$ cat config.mk
export PLATFORM = sky130hd
export DESIGN_NAME = ysyx_22041211_ifu_prefetch
export DESIGN_NICKNAME = d
export VERILOG_FILES = /design/src/rtl/ysyx_22041211_ifu_prefetch.sv
export SDC_FILE = /design/constraint.sdc
export NUM_CORES = 1
export LEC_CHECK = 0
export CAP_MARGIN = 20
export CORE_MARGIN = 2
export CORE_UTILIZATION = 50
export DETAILED_ROUTE_END_ITERATION = 8
export GPL_ROUTABILITY_DRIVEN = 0
export PLACE_DENSITY = 0.76
export SLEW_MARGIN = 20
export SYNTH_ARGS = -nofsm -noshare
export SYNTH_HDL_FRONTEND = slang
export SYNTH_SLANG_ARGS = --single-unit
$ cat constraint.sdc
create_clock -name clk -period 3.6 [get_ports clk]
set_input_delay 0.9 -clock clk [delete_from_list [all_inputs] [get_ports clk]]
set_output_delay 0.9 -clock clk [all_outputs]
set_load 0.02 [all_outputs]
$ cat src/rtl/ysyx_22041211_ifu_prefetch.sv
// ysyx_22041211_ifu_prefetch
//   Instruction-fetch unit with a prefetch queue. Issues in-order word fetches
//   on a valid/ready request channel and takes in-order response beats. Each
//   beat is tagged with its PC and queued for the decoder. A redirect flushes
//   the queue, restarts fetch at the new PC and discards any beats still in
//   flight.
//
// Ports
//   clk, rst           clock (posedge), synchronous active-high reset
//   redirect_valid_i   flush + restart this cycle
//   redirect_pc_i      restart PC (low two bits ignored)
//   mem_req_*          fetch request channel (valid/ready, word address)
//   mem_resp_*         response beats, one per accepted request, in order
//   inst_valid_o/ready queue head handshake to the decoder
//   inst_o, inst_pc_o  queue head instruction and PC (0 when empty)
//
// Build option
//   YSYX_22041211_IFU_PERF_EN adds perf_fetch_o (queue pushes) and
//   perf_stall_o (cycles with decoder ready but queue empty), both saturating.

module ysyx_22041211_ifu_prefetch #(
    parameter int                  ADDR_LEN   = 32,
    parameter int                  DATA_LEN   = 32,
    parameter int                  FIFO_DEPTH = 4,
    parameter int                  MAX_OUT    = 2,
    parameter logic [ADDR_LEN-1:0] RESET_PC   = ADDR_LEN'(32'h8000_0000)
) (
    input  logic                clk,
    input  logic                rst,
    input  logic                redirect_valid_i,
    input  logic [ADDR_LEN-1:0] redirect_pc_i,
    output logic                mem_req_valid_o,
    input  logic                mem_req_ready_i,
    output logic [ADDR_LEN-1:0] mem_req_addr_o,
    input  logic                mem_resp_valid_i,
    input  logic [DATA_LEN-1:0] mem_resp_data_i,
    output logic                inst_valid_o,
    input  logic                inst_ready_i,
    output logic [DATA_LEN-1:0] inst_o,
    output logic [ADDR_LEN-1:0] inst_pc_o
`ifdef YSYX_22041211_IFU_PERF_EN
    ,
    output logic [31:0]         perf_fetch_o,
    output logic [31:0]         perf_stall_o
`endif
);

    localparam int PW = $clog2(FIFO_DEPTH);
    localparam int CW = PW + 1;
    localparam logic [CW-1:0]       ONE   = CW'(1);
    localparam logic [ADDR_LEN-1:0] STEP  = ADDR_LEN'(4);
    localparam logic [ADDR_LEN-1:0] ALIGN = ~ADDR_LEN'(3);

    typedef enum logic {S_RUN, S_DRAIN} state_t;

    state_t              r_state, w_state_nxt;
    logic [ADDR_LEN-1:0] r_fetch_pc, r_resp_pc;
    logic [ADDR_LEN-1:0] r_pc_q   [FIFO_DEPTH];
    logic [DATA_LEN-1:0] r_inst_q [FIFO_DEPTH];
    logic [PW-1:0]       r_wptr, r_rptr;
    logic [CW-1:0]       r_count, r_out, r_drop;
    logic [CW-1:0]       w_drop_nxt;
    logic [CW:0]         w_credit;
    logic                w_req_fire, w_push, w_pop;
    logic [ADDR_LEN-1:0] w_redir_pc;

    // Queue slots already promised: entries held plus beats still in flight.
    // Issuing only while this is below depth guarantees a push never overflows.
    assign w_credit        = {1'b0, r_count} + {1'b0, r_out};
    assign mem_req_valid_o = !rst && (r_state == S_RUN)
                           && (w_credit < (CW+1)'(FIFO_DEPTH))
                           && (r_out < CW'(MAX_OUT));
    assign mem_req_addr_o  = r_fetch_pc;
    assign w_req_fire      = mem_req_valid_o && mem_req_ready_i;

    assign inst_valid_o = (r_count != '0);
    assign inst_o       = inst_valid_o ? r_inst_q[r_rptr] : '0;
    assign inst_pc_o    = inst_valid_o ? r_pc_q[r_rptr]   : '0;

    // Redirect wins over queue traffic in the same cycle.
    assign w_push     = mem_resp_valid_i && (r_drop == '0) && !redirect_valid_i;
    assign w_pop      = inst_valid_o && inst_ready_i && !redirect_valid_i;
    assign w_redir_pc = redirect_pc_i & ALIGN;

    // Beats to discard: everything in flight after this cycle's traffic.
    always_comb begin
        w_drop_nxt  = r_drop;
        if (redirect_valid_i)
            w_drop_nxt = r_out + CW'(w_req_fire) - CW'(mem_resp_valid_i);
        else if (mem_resp_valid_i && (r_drop != '0))
            w_drop_nxt = r_drop - ONE;
        w_state_nxt = (w_drop_nxt != '0) ? S_DRAIN : S_RUN;
    end

    always_ff @(posedge clk) begin
        if (rst) begin
            r_state <= S_RUN;
            r_drop  <= '0;
        end else begin
            r_state <= w_state_nxt;
            r_drop  <= w_drop_nxt;
        end
    end

    always_ff @(posedge clk) begin
        if (rst) begin
            r_fetch_pc <= RESET_PC;
            r_resp_pc  <= RESET_PC;
            r_out      <= '0;
            r_count    <= '0;
            r_wptr     <= '0;
            r_rptr     <= '0;
        end else begin
            r_out <= r_out + CW'(w_req_fire) - CW'(mem_resp_valid_i);
            if (redirect_valid_i) begin
                r_fetch_pc <= w_redir_pc;
                r_resp_pc  <= w_redir_pc;
                r_count    <= '0;
                r_wptr     <= '0;
                r_rptr     <= '0;
            end else begin
                if (w_req_fire) r_fetch_pc <= r_fetch_pc + STEP;
                if (w_push) begin
                    r_resp_pc <= r_resp_pc + STEP;
                    r_wptr    <= r_wptr + PW'(1);
                end
                if (w_pop) r_rptr <= r_rptr + PW'(1);
                r_count <= r_count + CW'(w_push) - CW'(w_pop);
            end
        end
    end

    // Storage needs no reset; occupancy alone decides what is visible.
    always_ff @(posedge clk) begin
        if (w_push && !rst) begin
            r_pc_q[r_wptr]   <= r_resp_pc;
            r_inst_q[r_wptr] <= mem_resp_data_i;
        end
    end

    a_no_overflow: assert property (@(posedge clk) disable iff (rst)
        !(w_push && !w_pop && (r_count == CW'(FIFO_DEPTH))));

`ifdef YSYX_22041211_IFU_PERF_EN
    logic [31:0] r_perf_fetch, r_perf_stall;

    always_ff @(posedge clk) begin
        if (rst) begin
            r_perf_fetch <= '0;
            r_perf_stall <= '0;
        end else begin
            if (w_push && (r_perf_fetch != '1))
                r_perf_fetch <= r_perf_fetch + 32'd1;
            if (inst_ready_i && !inst_valid_o && (r_perf_stall != '1))
                r_perf_stall <= r_perf_stall + 32'd1;
        end
    end

    assign perf_fetch_o = r_perf_fetch;
    assign perf_stall_o = r_perf_stall;
`endif

endmodule
==> flow_summary.ini, run 1 <==
[synth]
avgSynthCellArea_um2 = 15.4
synthTopCellsByCount = 248 x edfxtp_1, 76 x dfxtp_1, 64 x nor2b_1, 62 x mux4_2, 46 x xnor2_1
synth_area_leaders = edfxtp_1 55%, dfxtp_1 11%, mux4_2 10%
ys_warn_count = 0
synth_top_area_share_pct = 55.0
synth-seq-area-share_pct = 66.2
netlist_instances = 882
netlist_area_um2 = 13600
synthFlopType = edfxtp_1
ys_ff_latch = 324
async_reset_ff_share_pct = 0
synth_most_common_cell = edfxtp_1
synth_edf_count = 248
synth_top_area_cell = edfxtp_1
synth_cell_types = 49

[critical_path]
path_cells = clkdlybuf4s50_1 > nor4b_4 > and3_1 > clkdlybuf4s50_1
endpoint = mem_req_valid_o
startpoint_type = input pin
required_ns = 2.70
end_kind = output port
critPathTopFamily = buffers and inverters
timing.rr.end = r_state
r2r_cells = 10
slowest_delay_ns = 0.61
cp-startpoint = rst
worstSetupPathType = in2out
arrival_ns = 2.64
crit_slowest_cell = clkdlybuf4s50_1
path_buf_inv = 2
crit-reg2reg-launch = r_count[2]
crit_cells = 4
crit_fanout = 5
r2r_slack_ns = 0.82
crit_top_cell = clkdlybuf4s50_1

[sta]
fin_skew_ns = 0.00908
setup_ws_ns = 0.0641
timing.final.setup_violations = 0
timing.setup.tns_ns = 0
max_freq_mhz = 283
rsz0062_at_grt = false
post-route-min-period_ns = 3.54
maxSlewViolCount = 0
hold_viol_final = 0
tightestPinTransition_ns = 0.778
maxSlewHeadroom_pct = 47.9
timing.final.crit_share_pct = 98.2

[power_and_ir_drop]
power_leakage_uw = 0.00545
power.total_uw = 8350
ir_drop_uv = 335
power_density_nw_per_um2 = 496

[finish]
final_util_pct = 62.8
final_nets = 1148
syn_to_final_growth_pct = 24.2
stdcell_area_um2 = 16800
diodes = 0
multi_input_comb_area_um2 = 4230
drive_gt1_share_pct = 14.8
fillers = 1920
seq_area_um2 = 8970

[die]
initial_core_util_pct = 50.6
die_area_um2 = 28400
rows = 60
fp.dieW_um = 169
io_pins = 168
die_h_um = 169
core_um2 = 26800

[routing]
drc_errors = 0
vias = 7761
routedWlPerCell_um = 19.2
wl_um = 27400
dr.pass1.iters = 5
dr.first_iter.drc_count = 564
viasPerCell = 5.44
drtAntennaViolNets = 0

[clocking]
clk_latency_ns = 0.55
clockBufferDepth = 3
clk_pin_slew_worst_paths_ns = 0.06
ctsHoldBuffers = 0
post-cts-setup-buffers = 0
cts_resized = 0
cts_root_buf = clkbuf_16
cts_sinks = 324
htree_levels = 1
cts_buffers = 31
cts_tree = yes

[global_routing]
grt.total_usage_pct = 19.4
gr-total-overflow = 0
grt_pass1_wl_um = 43200
grt_pass1_vias = 7882
grt_antenna_before_repair = 0
grt_max_degree = 66

[min_path]
min-delay-path-class = reg2reg

[flow_run]
max_cap_violations = 0

[placement]
dpl.hpwl_um = 18300
placed_area_um2 = 15800
pre_cts_slack_ns = 0.0353
numPortBuffers = 161

[run_status]
outcome = finished clean
==> where the power goes <==
part	leakage (uW)	switching [uW]	internal, uW	total [uW]
clock network	0.000520	1300	2010	3320
registers	0.00288	111	4140	4260
logic	0.00205	396	378	773
==> cell usage in the layout (no fill, tap or decap), drive strengths merged, types with 2 or more instances in the layout <==
cell and instances:
bufinv 5, nand3 20, xor2 17, xnor2 46, edfxtp 248, clkdlybuf4s50 160, clkbuf 41, a21oi 30
nor3b 2, a21boi 42, buf 31, o22ai 2, nor2b 64, dfxtp 76, nand4 18, and3 8
and2 6, fa 2, o31a 4, o21bai 2, or3 3, ha 15, and4 10, nor2 22
mux4 62, conb 4, nor3 20, clkinv 11, a31oi 2, or2 2, nand2 30, a211oi 11
nor4b 3, o21ai 2, inv 42, nor4 16
==> cell type report <==
cell class              count  area share, %
repair buffers            192           11.8
inverters                  42          0.937
clock inverters            16           1.23
flip-flops and latches    324           53.3
clock buffers              41           5.07
multi-input cells         470           25.1
well taps                 341           2.54
==> per-stage QoR <==
step / std cells / hold slack [ns]
CTS: 1426 / 0.498
floorplan: 885 / 0.460
global route: 1426 / 0.542
finish: 1426 / 0.498
global placement: 1369 / 0.484
detailed placement: 1369 / 0.490
==> worst min path at each step <==
stage | end | cells after the start | slack [ns] | from
final | r_wptr[1] | 2 | 0.50 | r_wptr[1]
after detailed placement | r_wptr[1] | 2 | 0.49 | r_wptr[1]
after global routing | r_wptr[1] | 2 | 0.54 | r_wptr[1]
after CTS | r_wptr[1] | 2 | 0.50 | r_wptr[1]
after floorplan | r_pc_q[0][30] | 0 | 0.46 | r_resp_pc[30]
after global placement | r_wptr[1] | 2 | 0.48 | r_wptr[1]
==> flip-flops by register name, summed over array words and instances, names as in the netlist, named ones only <==
| signal | flops |
|---|---|
| r_drop | 3 |
| r_out | 3 |
| r_inst_q | 128 |
| r_rptr | 2 |
| mem_req_addr_o | 30 |
| r_resp_pc | 30 |
| r_count | 3 |
| r_wptr | 2 |
| r_pc_q | 120 |
| r_state | 1 |
==> logic make-up after synthesis <==
group	count (synthesis)	synth area share, %
flip-flops	324	66.2
AND/OR/NAND/NOR	228	10.1
AO/OA/AOI/OAI	96	4.82
buffers and inverters	91	2.79
XOR/XNOR	63	4.07
multiplexers	62	10.3
adder cells (fa/ha/maj)	17	1.68
other	1	0.0277
==> layer usage <==
metal,share of wire [%],vias up,wire length [um],GRT usage (%)
li1,-,3690,-,-
met5,0,-,0,0
met1,45,3835,12500,27.4
met3,4.9,31,1350,3.04
met4,1.6,0,427,4.69
met2,48,205,13200,32.2
==> worst register-to-register path, delay by kind of cell, from the launching register on <==
family | cells | cell delay, ns
adder cells (fa/ha/maj) | 4 | 1.11
AND/OR/NAND/NOR | 3 | 0.85
flip-flops | 1 | 0.39
XOR/XNOR | 1 | 0.18
AO/OA/AOI/OAI | 1 | 0.11
buffers and inverters | 1 | 0.04
No activity file was read; power rests on OpenSTA's default activity.
==> run 2, diff against run 1 <==
- CORE_MARGIN: 2 -> 1
==> run 2 against run 1 <==
The flow now finishes with violations (DRC). Register-to-register slack got worse by 0.04 ns. Combinational power decreased by 0.9%. Clock skew increased by 0.0060 ns. Final cell count increased by 0.21%. First-iteration DRC count increased by 16%. Wire length increased by 0.47%. Critical endpoint unchanged. Largest cell class unchanged.
==> flow_summary.ini, run 2 (same netlist as run 1, synthesis figures left out) <==
[global_routing]
grt_antenna_before_repair = 0
grt.total_usage_pct = 20.5
grt_max_degree = 66
gr-total-overflow = 0
grt_pass1_vias = 8176
grt_pass1_wl_um = 44200

[clocking]
htree_levels = 2
cts_root_buf = clkbuf_16
cts_buffers = 34
ctsHoldBuffers = 0
clockBufferDepth = 3
cts_resized = 0
clk_pin_slew_worst_paths_ns = 0.06
cts_tree = yes
post-cts-setup-buffers = 0
clk_latency_ns = 0.50
cts_sinks = 324

[finish]
final_common_cell = edfxtp_1
multi_input_comb_area_um2 = 4230
final_nets = 1157
top_regs = r_inst_q x128, r_pc_q x120
final_util_pct = 64.1
largest_reg_flops = 128
regMostFlops = r_inst_q
final_cell_mix = 248 x edfxtp_1, 161 x clkdlybuf4s50_1, 74 x dfxtp_1
fillers = 1881
drive_gt1_share_pct = 15.4
seq_area_um2 = 8970
syn_to_final_growth_pct = 24.6
diodes = 0

[routing]
vias = 7918
viasPerCell = 5.54
dr.pass1.iters = 7
wl_um = 27600
dr.first_iter.drc_count = 652
drtAntennaViolNets = 0
drc_errors = 13
routedWlPerCell_um = 19.3

[die]
rows = 59
core_um2 = 26400
io_pins = 168
initial_core_util_pct = 51.4
die_h_um = 167
fp.dieW_um = 167
die_area_um2 = 27800

[run_status]
outcome = finished with violations
violations = DRC

[sta]
post-route-min-period_ns = 3.51
hold_viol_final = 0
timing.final.crit_share_pct = 97.5
tightestPinTransition_ns = 0.642
rsz0062_at_grt = false
maxSlewViolCount = 0
fin_skew_ns = 0.0151
max_freq_mhz = 285
timing.final.setup_violations = 0
timing.setup.tns_ns = 0
maxSlewHeadroom_pct = 57.2

[critical_path]
crit_fanout = 4
r2r_slack_ns = 0.78
required_ns = 2.70
worstSetupPathType = in2out
end_kind = output port
arrival_ns = 2.61
startpoint_type = input pin

[power_and_ir_drop]
ir_drop_uv = 239
power_density_nw_per_um2 = 497
power_leakage_uw = 0.00547

[placement]
dpl.hpwl_um = 17700
numPortBuffers = 161

[flow_run]
max_cap_violations = 0

[min_path]
min-delay-path-class = reg2reg
-- run 2: cell types whose count changed in the layout (fill, tap and decap cells not counted) --
cell	change
buf_4	+5
clkbuf_16	+4
clkbuf_1	+3
clkbuf_8	-3
bufinv_16	-2
clkinv_2	+2
clkinv_4	-2
buf_12	+1
clkdlybuf4s50_1	+1
clkinv_1	-1
clkinvlp_4	+1
dlymetal6s2s_1	-1
inv_6	+1
-- run 2: routing by layer --
| layer | track usage [%] | part of all wire [%] |
|---|---|---|
| met5 | 0 | 0 |
| met4 | 4.87 | 1.3 |
| met1 | 28.4 | 45 |
| met3 | 3.54 | 5.5 |
| met2 | 33.9 | 49 |
-- run 2: worst paths after layout --
kind | to | depth (start not counted) | startpoint
max | mem_req_valid_o | 4 | rst
min | r_wptr[1] | 2 | r_wptr[1]
max reg2reg | r_state | 10 | r_count[2]
min reg2reg | r_wptr[1] | 2 | r_wptr[1]
-- run 2: layout make-up --
class | instances | share of cell area, %
Sequential cell | 324 | 53.1
Multi-Input combinational cell | 470 | 25.0
Timing Repair Buffer | 198 | 12.1
Clock buffer | 45 | 5.47
Tap cell | 335 | 2.48
Inverter | 42 | 0.933
Clock inverter | 15 | 0.896
-- run 2: through the flow --
step | cells | cell area [um2] | worst slack [ns] | total power [uW] | hold slack [ns]
after detailed placement | 1359 | 15700 | 0.0371 | 5100 | 0.504
after floorplan | 885 | 13600 | 0.370 | 4740 | 0.460
after global placement | 1359 | 15700 | 0.0784 | 5080 | 0.487
final | 1429 | 16900 | 0.0908 | 8390 | 0.522
after global routing | 1429 | 16900 | 0.0440 | 8680 | 0.547
after CTS | 1419 | 16800 | 0.0267 | 8460 | 0.518
-- run 2: where the power goes --
part           internal, uW  switching, uW
combinational           372            394
clock                  2020           1340
sequential             4140            111
-- run 2: worst max-delay path: stages --
cell,delay (ns)
clkdlybuf4s50_1,0.47
nor4b_4,0.38
and3_1,0.24
clkdlybuf4s50_1,0.61
==> run 3, diff against run 2 <==
- ABC_CLOCK_PERIOD_IN_PS: default -> 3600
==> results of run 3 <==
Final layout, timing and power as in run 2 (identical DEF).
